$ cat src/rtl/sfi_pkg.sv
`default_nettype none
// +--------------------------------------------------------------------+
// | sfi_pkg : opcode typedef, sandboxed-opcode table and defaults      |
// | Revision: 1.0                                                      |
// +--------------------------------------------------------------------+
package sfi_pkg;

  localparam int c_opc_w     = 6;
  localparam int c_n_sandbox = 10;

  typedef logic [c_opc_w-1:0] opc_t;

  localparam opc_t c_sandbox_opc [c_n_sandbox] = '{
    6'd40, 6'd41, 6'd42, 6'd43, 6'd44, 6'd45, 6'd46, 6'd56, 6'd60, 6'd63
  };

  localparam logic [63:0] c_keep_mask_default  = 64'h00FF_FFFF_FFFF_FFFF;
  localparam logic [63:0] c_reset_base_default = 64'hA2FF_FFFF_FFFF_FFFF;

  function automatic logic is_sandboxed(input opc_t opc);
    logic hit;
    hit = 1'b0;
    for (int i = 0; i < c_n_sandbox; i++) begin
      if (opc == c_sandbox_opc[i]) hit = 1'b1;
    end
    return hit;
  endfunction

endpackage
`default_nettype wire

$ cat src/rtl/sfi_pipe_stage.sv
`default_nettype none
// +--------------------------------------------------------------------+
// | sfi_pipe_stage : generic valid/ready register slice                |
// | Revision: 1.0                                                      |
// +--------------------------------------------------------------------+
module sfi_pipe_stage #(
  parameter int WIDTH = 1
) (
  input  logic             clk,
  input  logic             rst,
  input  logic             i_valid,
  output logic             o_ready,
  input  logic [WIDTH-1:0] i_data,
  output logic             o_valid,
  input  logic             i_ready,
  output logic [WIDTH-1:0] o_data
);

  logic             r_valid;
  logic [WIDTH-1:0] r_data;

  // Load when empty or when the current contents leave this cycle.
  assign o_ready = !r_valid || i_ready;

  always_ff @(posedge clk) begin
    if (rst) begin
      r_valid <= 1'b0;
      r_data  <= '0;
    end else if (o_ready) begin
      r_valid <= i_valid;
      if (i_valid) r_data <= i_data;
    end
  end

  assign o_valid = r_valid;
  assign o_data  = r_data;

endmodule
`default_nettype wire

$ cat src/rtl/sfi_rewrite_pipe.sv
`default_nettype none
// +--------------------------------------------------------------------+
// | sfi_rewrite_pipe : 2-stage SFI instruction sandboxing rewriter     |
// | Optional trap check enabled by defining SFI_TRAP_EN.               |
// | Revision: 1.0                                                      |
// +--------------------------------------------------------------------+
module sfi_rewrite_pipe
  import sfi_pkg::*;
#(
  parameter int                DATA_W     = 64,
  parameter int                OPC_LSB    = 26,
  parameter int                OPC_W      = 6,
  parameter int                N_REGIONS  = 4,
  parameter logic [DATA_W-1:0] KEEP_MASK  = c_keep_mask_default,
  parameter logic [DATA_W-1:0] RESET_BASE = c_reset_base_default,
  parameter int                CNT_W      = 16
) (
  input  logic                                                clk,
  input  logic                                                rst,
  input  logic                                                in_valid,
  output logic                                                in_ready,
  input  logic [DATA_W-1:0]                                   in_data,
  input  logic [((N_REGIONS > 1) ? $clog2(N_REGIONS) : 1)-1:0] in_sel,
  output logic                                                out_valid,
  input  logic                                                out_ready,
  output logic [DATA_W-1:0]                                   out_data,
  output logic                                                out_rewritten,
  input  logic                                                cfg_we,
  input  logic [((N_REGIONS > 1) ? $clog2(N_REGIONS) : 1)-1:0] cfg_idx,
  input  logic [DATA_W-1:0]                                   cfg_base,
  output logic [CNT_W-1:0]                                    rewrite_cnt,
  output logic                                                trap,
  output logic [CNT_W-1:0]                                    trap_cnt
);

  localparam int c_sel_w = (N_REGIONS > 1) ? $clog2(N_REGIONS) : 1;
  localparam int c_s1_w  = 2 * DATA_W + 1;

  logic [DATA_W-1:0]  r_base [N_REGIONS];
  logic [CNT_W-1:0]   r_rewrite_cnt;
  logic [c_sel_w-1:0] w_sel;
  logic               w_is_mem;
  logic [c_s1_w-1:0]  w_s1_in;
  logic [c_s1_w-1:0]  w_s1_out;
  logic               w_s1_valid;
  logic               w_s2_load;
  logic               w_s1_mem;
  logic [DATA_W-1:0]  w_s1_base;
  logic [DATA_W-1:0]  w_s1_data;
  logic [DATA_W-1:0]  w_result;
  logic               w_hs;

  // Out-of-range selects fall back to region 0.
  assign w_sel    = ({{(32-c_sel_w){1'b0}}, in_sel} < 32'(N_REGIONS)) ? in_sel : '0;
  assign w_is_mem = is_sandboxed(opc_t'(in_data[OPC_LSB +: OPC_W]));
  assign w_s1_in  = {w_is_mem, r_base[w_sel], in_data};

  always_ff @(posedge clk) begin
    if (rst) begin
      for (int i = 0; i < N_REGIONS; i++) r_base[i] <= RESET_BASE;
    end else if (cfg_we) begin
      for (int i = 0; i < N_REGIONS; i++) begin
        if (cfg_idx == c_sel_w'(i)) r_base[i] <= cfg_base;
      end
    end
  end

  sfi_pipe_stage #(.WIDTH(c_s1_w)) u_s1 (
    .clk     (clk),
    .rst     (rst),
    .i_valid (in_valid),
    .o_ready (in_ready),
    .i_data  (w_s1_in),
    .o_valid (w_s1_valid),
    .i_ready (w_s2_load),
    .o_data  (w_s1_out)
  );

  assign {w_s1_mem, w_s1_base, w_s1_data} = w_s1_out;
  assign w_result = w_s1_mem ? ((w_s1_data & KEEP_MASK) | w_s1_base) : w_s1_data;
  assign w_hs     = out_valid && out_ready;

`ifdef SFI_TRAP_EN
  localparam int c_s2_w = DATA_W + 2;
  logic [c_s2_w-1:0] w_s2_in;
  logic [c_s2_w-1:0] w_s2_out;
  logic              w_trap_hit;
  logic              w_s2_trap;
  logic [CNT_W-1:0]  r_trap_cnt;

  // A sandboxed word whose upper bits disagree with its region is replaced by a NOP.
  assign w_trap_hit = w_s1_mem && ((w_s1_data & ~KEEP_MASK) != (w_s1_base & ~KEEP_MASK));
  assign w_s2_in    = {w_trap_hit, w_s1_mem && !w_trap_hit, w_trap_hit ? '0 : w_result};
  assign {w_s2_trap, out_rewritten, out_data} = w_s2_out;
  assign trap       = w_hs && w_s2_trap;

  always_ff @(posedge clk) begin
    if (rst) r_trap_cnt <= '0;
    else if (trap && r_trap_cnt != '1) r_trap_cnt <= r_trap_cnt + 1'b1;
  end

  assign trap_cnt = r_trap_cnt;
`else
  localparam int c_s2_w = DATA_W + 1;
  logic [c_s2_w-1:0] w_s2_in;
  logic [c_s2_w-1:0] w_s2_out;

  assign w_s2_in  = {w_s1_mem, w_result};
  assign {out_rewritten, out_data} = w_s2_out;
  assign trap     = 1'b0;
  assign trap_cnt = '0;
`endif

  sfi_pipe_stage #(.WIDTH(c_s2_w)) u_s2 (
    .clk     (clk),
    .rst     (rst),
    .i_valid (w_s1_valid),
    .o_ready (w_s2_load),
    .i_data  (w_s2_in),
    .o_valid (out_valid),
    .i_ready (out_ready),
    .o_data  (w_s2_out)
  );

  always_ff @(posedge clk) begin
    if (rst) r_rewrite_cnt <= '0;
    else if (w_hs && out_rewritten && r_rewrite_cnt != '1) r_rewrite_cnt <= r_rewrite_cnt + 1'b1;
  end

  assign rewrite_cnt = r_rewrite_cnt;

endmodule
`default_nettype wire

$ cat config.mk
export PLATFORM = sky130hd
export DESIGN_NAME = sfi_rewrite_pipe
export DESIGN_NICKNAME = d
export VERILOG_FILES = /design/src/rtl/sfi_pkg.sv /design/src/rtl/sfi_pipe_stage.sv /design/src/rtl/sfi_rewrite_pipe.sv
export SDC_FILE = /design/constraint.sdc
export NUM_CORES = 1
export LEC_CHECK = 0
export CORE_MARGIN = 1.5
export CORE_UTILIZATION = 56
export DETAILED_ROUTE_END_ITERATION = 8
export HOLD_SLACK_MARGIN = 0.15
export PLACE_DENSITY = 0.8
export SYNTH_ARGS = -nofsm -noshare
export SYNTH_HDL_FRONTEND = slang
export SYNTH_SLANG_ARGS = --single-unit
$ cat constraint.sdc
create_clock -name clk -period 2.95 [get_ports clk]
set_clock_uncertainty 0.1 [all_clocks]
set_input_delay 0.59 -clock clk [delete_from_list [all_inputs] [get_ports clk]]
set_output_delay 0.59 -clock clk [all_outputs]
set_load 0.005 [all_outputs]
**Word level (Yosys, flattened, before mapping)**

Memory sizes are Yosys's and may differ from the RTL's. A register that Yosys moved wholly into a read port is not among the register bits.
Index checks and enable logic that the tools add are counted.

- Register bits: 212
- Bits in writable memories: 256
- Output and inout port bits: 100
- Word-level logic and storage cells: 69
- Memories kept: 1

- Add/subtract/negate cells: 1
- Eq/ne operators: 14
- Mux-type cells: 33
- Bitwise gates (word level): 5
- Reduce and logical (&&, ||, !) cells: 10

Memories:

| memory | depth | bits a word | read ports | clocked after memory_dff | wr ports | line | RTL |
|---|---|---|---|---|---|---|---|
| r_base | 4 | 64 | 1 | 1 | 4 | sfi_rewrite_pipe.sv:39 | `logic [DATA_W-1:0] r_base [N_REGIONS];` |

Operators with widths:

| kind | count |
|---|---|
| $mux W64 | 5 |
| $or A56 B64 Y64 | 1 |
| $eq A6 B6 Y1 const B | 10 |
| $mux W1 | 28 |
| $add A16 B1 Y16 const B | 1 |
| $ne A16 B16 Y1 const B | 1 |
| $eq A2 B2 Y1 const B | 2 |
| $or A1 B1 Y1 | 4 |
| $reduce_and A2 Y1 | 2 |
| $logic_and A1 B1 Y1 | 3 |
| $eq A2 B1 Y1 const B | 1 |
| $logic_not A1 Y1 | 2 |
| $logic_not A2 Y1 | 1 |
| $logic_or A1 B1 Y1 | 2 |

**Logic depth before layout (Yosys ltp)**

Gate-level depths: netlist of the first run.

- Word-level depth: 11
- Gate-level depth with buffers: 6

**Cells and area by module**

From an unflattened synthesis of the first run, not the netlist that was laid out.

- Cell total of the unflattened synthesis: 1721
- Area, all modules: 20987.6 µm²

By module, submodules not included:

| module | times used | cells an instance | area each (µm²) | sequential area each (µm²) |
|---|---|---|---|---|
| sfi_rewrite_pipe | 1 | 828 | 12522.0 | 8007.7 |
| sfi_pipe_stage at u_s1 | 1 | 592 | 5579.1 | 2602.5 |
| sfi_pipe_stage at u_s2 | 1 | 301 | 2886.5 | 1321.3 |

**Least setup slack after synthesis of the first run**

OpenSTA, ideal clock, no wires.

- Path kind: input port to flip-flop
- From: in rst
- To: mem r_base[0][0], enable pin
- Arrival time: 1.927 ns
- Data required time: 2.452 ns
- Slack: 0.525 ns
- Cell stages on the path: 3
- Cell sequence: clkbuf_8 -> clkbuf_1 -> a31o_2

RTL lines:

| what | line | RTL |
|---|---|---|
| start, declared | sfi_rewrite_pipe.sv:19 | `input logic rst,` |
| end, declared | sfi_rewrite_pipe.sv:39 |  |

**Worst setup path in the final report of the first run**

- From: in out_ready
- To: out in_ready

- Cells in the longest elaborated chain, start to end: 2

Ends and longest elaborated chain:

| what | line | RTL |
|---|---|---|
| start, declared | sfi_rewrite_pipe.sv:25 | `input logic out_ready,` |
| $logic_or A1 B1 Y1 (2 in series) | sfi_pipe_stage.sv:23 | `assign o_ready = !r_valid \|\| i_ready;` |
| end, declared | sfi_rewrite_pipe.sv:21 | `output logic in_ready,` |

Every way passes these cells.

==> key figures, run 1 <==
Worst setup path
  – Crit path arrival time: 1880 ps
  – Reg2reg start: rewrite_cnt[0]
  – CP top delay family: buffers and inverters
  – Crit Path Max Fanout: 4
  – Highest-delay cell along the critical path: clkdlybuf4s50_1
  – Worst R2R Setup Slack: 750 ps
  – Startpoint class of the critical path: input port
  – Crit-path max cell delay: 550 ps
  – CP endpoint kind: output port
  – Data required, critical path: around 2300 ps
  – Critical path class: in2out
  – Worst R2R Path Depth: 5
  – Critical path cell sequence: clkdlybuf4s50_1 > nand3b_1 > clkdlybuf4s50_1
  – CP bufs+invs: 2
  – Crit path top cell by count: clkdlybuf4s50_1
  – FF-to-FF End: rewrite_cnt[0]

Clocking
  – TritonCTS Buffers: 46
  – Hold_buf cts: 0
  – Worst-Skew Late Latency: 540 ps
  – H-tree Lvls: 2
  – Worst-path clk slew: ~60 ps
  – Root buf cell: clkbuf_16
  – TritonCTS clock tree: built
  – Clock sinks: 468
  – Longest Clk Path Bufs: 3
  – Post-CTS Setup Repair Bufs: 0
  – Post-CTS sizing: 0

Pwr
  – Pwr/cell area: ~600 nW/µm²
  – Leak: 7.80 nW
  – Maximum VDD drop: roughly 0.34 mV

Floorplanning
  – Die width: 188 µm
  – Core Area: 33,500 µm²
  – # rows: 67
  – Die area: 35,200 µm²
  – Io pins: 237
  – Initial Util: between 50% and 60%
  – Die span in y: 188 µm

Place
  – DP Worst Slack: 363 ps
  – Post-placement cell area: 21,800 µm²
  – Dpl hpwl: around 28,000 µm
  – Port Buffers: 219
  – Gpl congestion: between 0.8 and 0.9

Synthesis
  – Seq cells post-synth: 468
  – Top-area cell type share of the netlist area: 40.3%
  – Ys Warns: 0
  – Top post-synthesis cells by area: edfxtp_1 40%, dfxtp_1 22%, mux4_2 7.6%, nand2b_1 5.9%, nand2_1 5.3%
  – Register area share after synthesis: ~63%
  – Post-Syn Area: 19,100 µm²
  – Syn avg cell area: 11.8 µm²
  – Mapped Cells: 1,619
  – Post-synth top area cell: edfxtp_1
  – Yosys cell types: 49

STA
  – Slew Viols, Final: 0
  – Min cycle time layout: 2570 ps
  – RSZ-0062 raised after global routing: no
  – Final worst-path cycle share: 87.0%
  – Final-report hold violation count: 0
  – # setup viols final: 0
  – Slew HR: between 40% and 50%
  – Fmax: 390 MHz
  – Post-route setup slack: 383 ps
  – Slew @ Worst Pin: 827 ps
  – Post-Route Setup TNS: 0 ps

Worst hold path
  – Worst Hold Path EP: u_s1.o_data[100]
  – HP Start: rst
  – Hold Crit Depth: 2
  – Worst hold path type: in2reg

Outcome
  – Outcome: finished, final reports clean

Finish
  – Finished Cell Area: 23,100 µm²
  – Most frequent cells in the layout: 266 x nand2_1, 256 x edfxtp_1, 216 x clkdlybuf4s50_1, 211 x dfxtp_1, 199 x a21oi_1
  – Layout cell share with drive strength beyond 1: 10.2%
  – ANT cells: 0
  – Area growth, synth to finish: 21.0%
  – Nets: between 1,500 and 2,000
  – Commonest non-fill, non-tap cell in the layout: nand2_1

Flow run
  – Max_cap viols: 0

GRT
  – Initial antenna violation count: 0
  – Gr ovfl total: 0
  – GRT Util Overall: 24.9%
  – First-pass GRT wire length: 68,900 µm
  – Largest net degree at the start of global routing: 182
  – Vias in the first global route: 12,659

Detailed routing
  – Post-DRT Antenna Nets: 0
  – Routed WL: ~44,000 µm
  – Via/cell ratio: 5.63
  – 1st-pass router iterations: 5
  – # DRC: 0
  – Vias: 12,842
  – First-iteration detailed-routing DRC count: ~1,100
  – WL/cell: between 15 and 20 µm
[area by class of cell]
| cell class | count | area, µm² |
|---|---|---|
| Sequential cell | 468 | 11900 |
| Fill cell | 2408 | 10400 |
| Multi-Input combinational cell | 1020 | 6540 |
| Timing Repair Buffer | 256 | 2680 |
| Clock buffer | 68 | 1280 |
| Tap cell | 448 | 561 |
| Clock inverter | 11 | 51.3 |
| Inverter | 11 | 41.3 |
[cell usage after synthesis, drive strengths merged]
| cell | count |
|---|---|
| a2111o | 1 |
| a211oi | 67 |
| a21oi | 199 |
| a31o | 4 |
| a31oi | 2 |
| and2 | 2 |
| and2b | 4 |
| and3 | 5 |
| and4 | 2 |
| and4bb | 1 |
| buf | 44 |
| clkbuf | 92 |
| conb | 1 |
| dfxtp | 212 |
| edfxtp | 256 |
| ha | 1 |
| inv | 11 |
| mux2 | 6 |
| mux2i | 11 |
| mux4 | 64 |
| nand2 | 267 |
| nand2b | 181 |
| nand3 | 6 |
| nand3b | 1 |
| nand4 | 5 |
| nor2 | 77 |
| nor2b | 2 |
| nor3 | 7 |
| nor4 | 16 |
| o21ai | 1 |
| o31ai | 5 |
| or2 | 59 |
| or3 | 3 |
| or4 | 4 |
[metrics by stage]
step           std cells  hold WS [ps]  util [%]  total power, mW
6_report            2282           195      68.9             14.2
5_1_grt             2282           188      68.9             14.6
3_5_place_dp        2203           346      64.9             9.02
4_1_cts             2282           175      68.9             14.2
3_3_place_gp        2203           341      64.9             8.96
2_1_floorplan       1635           334         -             8.34
[power breakdown]
group          switching [mW]  total [mW]  internal, mW  leakage (nW)
logic                   0.701        1.38         0.676          2.88
registers               0.180        7.51          7.33          4.26
clock network            2.31        5.30          3.00         0.652
[cells by family (layout without fill, tap and decap cells)]
group           count (synthesis)  count (layout)  share of synthesized area, %
simple gates                  642             642                          16.9
flops                         468             468                          62.5
compound gates                279             279                          8.39
buf+inv                       147             346                          3.61
mux                            81              81                          8.49
fa+ha+maj                       1               1                        0.0656
other cells                     1              17                        0.0197
[per-layer routing]
layer	global-route usage, %	share of wire [%]	up-vias
met4	6.40	2.0	0
met5	0	0	-
met3	3.65	8.0	66
li1	-	-	6042
met1	36.3	43	6225
met2	39.4	46	509
[worst register-to-register path, stage by stage, from the launching register on]
cell and delay (ps):
dfxtp_1 430, ha_1 220, nand3_1 150, nor4_4 620
a21oi_1 250, mux2_2 310
[registers in the layout (all words and copies together) (netlist names)]
register,cells
u_s1.o_data,129
r_base,256
u_s2.o_data,65
u_s2.o_valid,1
rewrite_cnt,16
u_s1.o_valid,1
[worst max-delay path by stage]
stage	from	end	slack [ps]	cells after the start
final	out_ready	in_ready	380	3
after global routing	out_ready	in_ready	350	3
after CTS	out_ready	in_ready	390	3
after detailed placement	cfg_we	r_base[2][26]	360	6
after global placement	cfg_idx[0]	r_base[3][63]	380	5
after floorplan	rst	r_base[0][0]	530	3
Power figures use the tool's default switching activity.
==> run 2: changes to the inputs <==
Settings changed: HOLD_SLACK_MARGIN 0.15 to 0.08.
==> results of run 2 <==
Final layout, timing and power as in run 1 (identical DEF).
==> run 3: changes to the inputs <==
Settings changed: PLACE_DENSITY 0.8 to 0.9.
==> key figures, run 3 (synthesis gave the netlist of run 1 again) <==
Outcome
  – Outcome: finished, final reports clean

Clocking
  – H-tree Lvls: 2
  – Longest Clk Path Bufs: 3
  – TritonCTS Buffers: 46
  – Post-CTS sizing: 0
  – Root buf cell: clkbuf_16
  – Clock sinks: about 470
  – Post-CTS Setup Repair Bufs: 0
  – TritonCTS clock tree: built
  – Hold_buf cts: 0
  – Worst-path clk slew: 60 ps
  – Worst-Skew Late Latency: 550 ps

GRT
  – First-pass GRT wire length: between 70,000 and 80,000 µm
  – Vias in the first global route: 13,100
  – Initial antenna violation count: 10
  – GR met2 Demand/Resource: ~44%
  – Global route hottest layer: met2
  – Met3 GRT Util: under 10%
  – Met1 Usage GRT: a little over a third
  – Gr ovfl total: 0
  – Largest net degree at the start of global routing: 95
  – GRT Util Overall: 26.8%

Finish
  – Nets: around 1,900
  – Max FFs per register: roughly 260
  – Layout cell share with drive strength beyond 1: 10.5%
  – Top reg by flops: r_base
  – Area growth, synth to finish: 21.9%
  – Commonest non-fill, non-tap cell in the layout: nand2_1
  – Util after Layout: 69.3%
  – Most frequent cells in the layout: 266 x nand2_1, 256 x edfxtp_1, 216 x clkdlybuf4s50_1, 211 x dfxtp_1, 199 x a21oi_1

STA
  – Min cycle time layout: 2610 ps
  – Slew Viols, Final: 0
  – # setup viols final: 0
  – Slew @ Worst Pin: 971 ps
  – RSZ-0062 raised after global routing: no
  – Final worst-path cycle share: between 80% and 90%
  – Final-report hold violation count: 0
  – Post-Route Setup TNS: 0 ps
  – Slew HR: 35.3%
  – Fmax: 383 MHz

Floorplanning
  – Die area: 35,200 µm²
  – Die span in y: 188 µm
  – Die width: about 190 µm
  – # rows: 67
  – Io pins: 237
  – Initial Util: ~57%
  – Core Area: 33,500 µm²

Detailed routing
  – Via/cell ratio: 5.78
  – # DRC: 0
  – WL/cell: 20.7 µm
  – Vias: approximately 13,000
  – 1st-pass router iterations: 6
  – Post-DRT Antenna Nets: 0
  – Routed WL: 47,300 µm
  – First-iteration detailed-routing DRC count: 1,370

Place
  – Port Buffers: 219
  – Gpl congestion: 0.838
  – Dpl hpwl: 28,900 µm

Worst hold path
  – Worst hold path type: in2reg

Worst setup path
  – Crit path top cell by count: clkdlybuf4s50_1
  – Crit Path Max Fanout: 4
  – Critical path cell sequence: clkdlybuf4s50_1 > nand3b_1 > clkdlybuf4s50_1
  – Data required, critical path: 2260 ps
  – Critical path class: in2out
  – Crit path arrival time: 1920 ps
  – Crit-path max cell delay: 550 ps
  – CP endpoint kind: output port
  – Highest-delay cell along the critical path: clkdlybuf4s50_1
  – Startpoint class of the critical path: input port

Pwr
  – Pwr/cell area: 634 nW/µm²
  – Maximum VDD drop: 0.451 mV
  – Leak: 7.86 nW

Flow run
  – Max_cap viols: 0
run 3: cell count changes in the layout (fill, tap and decap cells not counted):
| cell | before | now |
|---|---|---|
| clkinv_1 | 6 | 8 |
| clkinv_4 | 0 | 1 |
| buf_12 | 17 | 20 |
| diode_2 | 0 | 5 |
| buf_4 | 21 | 12 |
| clkbuf_1 | 18 | 11 |
| clkinvlp_4 | 0 | 1 |
| clkinv_2 | 4 | 7 |
| clkbuf_8 | 3 | 5 |
| bufinv_16 | 0 | 4 |
run 3: power breakdown:
| part | internal (mW) | switching [mW] |
|---|---|---|
| registers | 7.33 | 0.202 |
| clock network | 3.40 | 2.43 |
| logic | 0.676 | 0.710 |
run 3: cell type report:
type                    count  area (µm²)
diodes                      5        12.5
clock buffers              63        1290
clock inverters            22         210
fillers                  2193       10300
inverters                  11        41.3
multi-input cells        1020        6540
flip-flops and latches    468       11900
well taps                 448         561
repair buffers            250        2670
run 3: worst paths after layout:
path                            cells after the start               to             from  slack, ps
worst max register to register                      5   rewrite_cnt[0]   rewrite_cnt[1]        750
worst max-delay path                                3         in_ready        out_ready        340
worst min-delay path                                2  u_s1.o_data[99]              rst        220
worst min register to register                      2  u_s1.o_data[38]  u_s1.o_data[38]        350
run 3: routing by layer:
layer,routed length (µm),up-vias
li1,-,6054
met1,18800,6445
met2,22900,620
met3,4220,103
met4,1370,6
met5,38,-
run 3: critical path: cells and delay by family:
family / cells / cell delay [ps]
buffers and inverters: 2 / 1090
AND/OR/NAND/NOR: 1 / 250
run 3: through the flow:
step	setup WS, ps	std cells	hold slack, ps	cell area [µm²]	total power, mW
floorplan	525	1635	334	19100	8.34
detailed placement	360	2197	346	21700	9.02
global route	300	2286	196	23300	15.2
CTS	349	2282	190	23200	14.8
finish	336	2287	217	23300	14.8
global placement	419	2197	341	21700	8.93
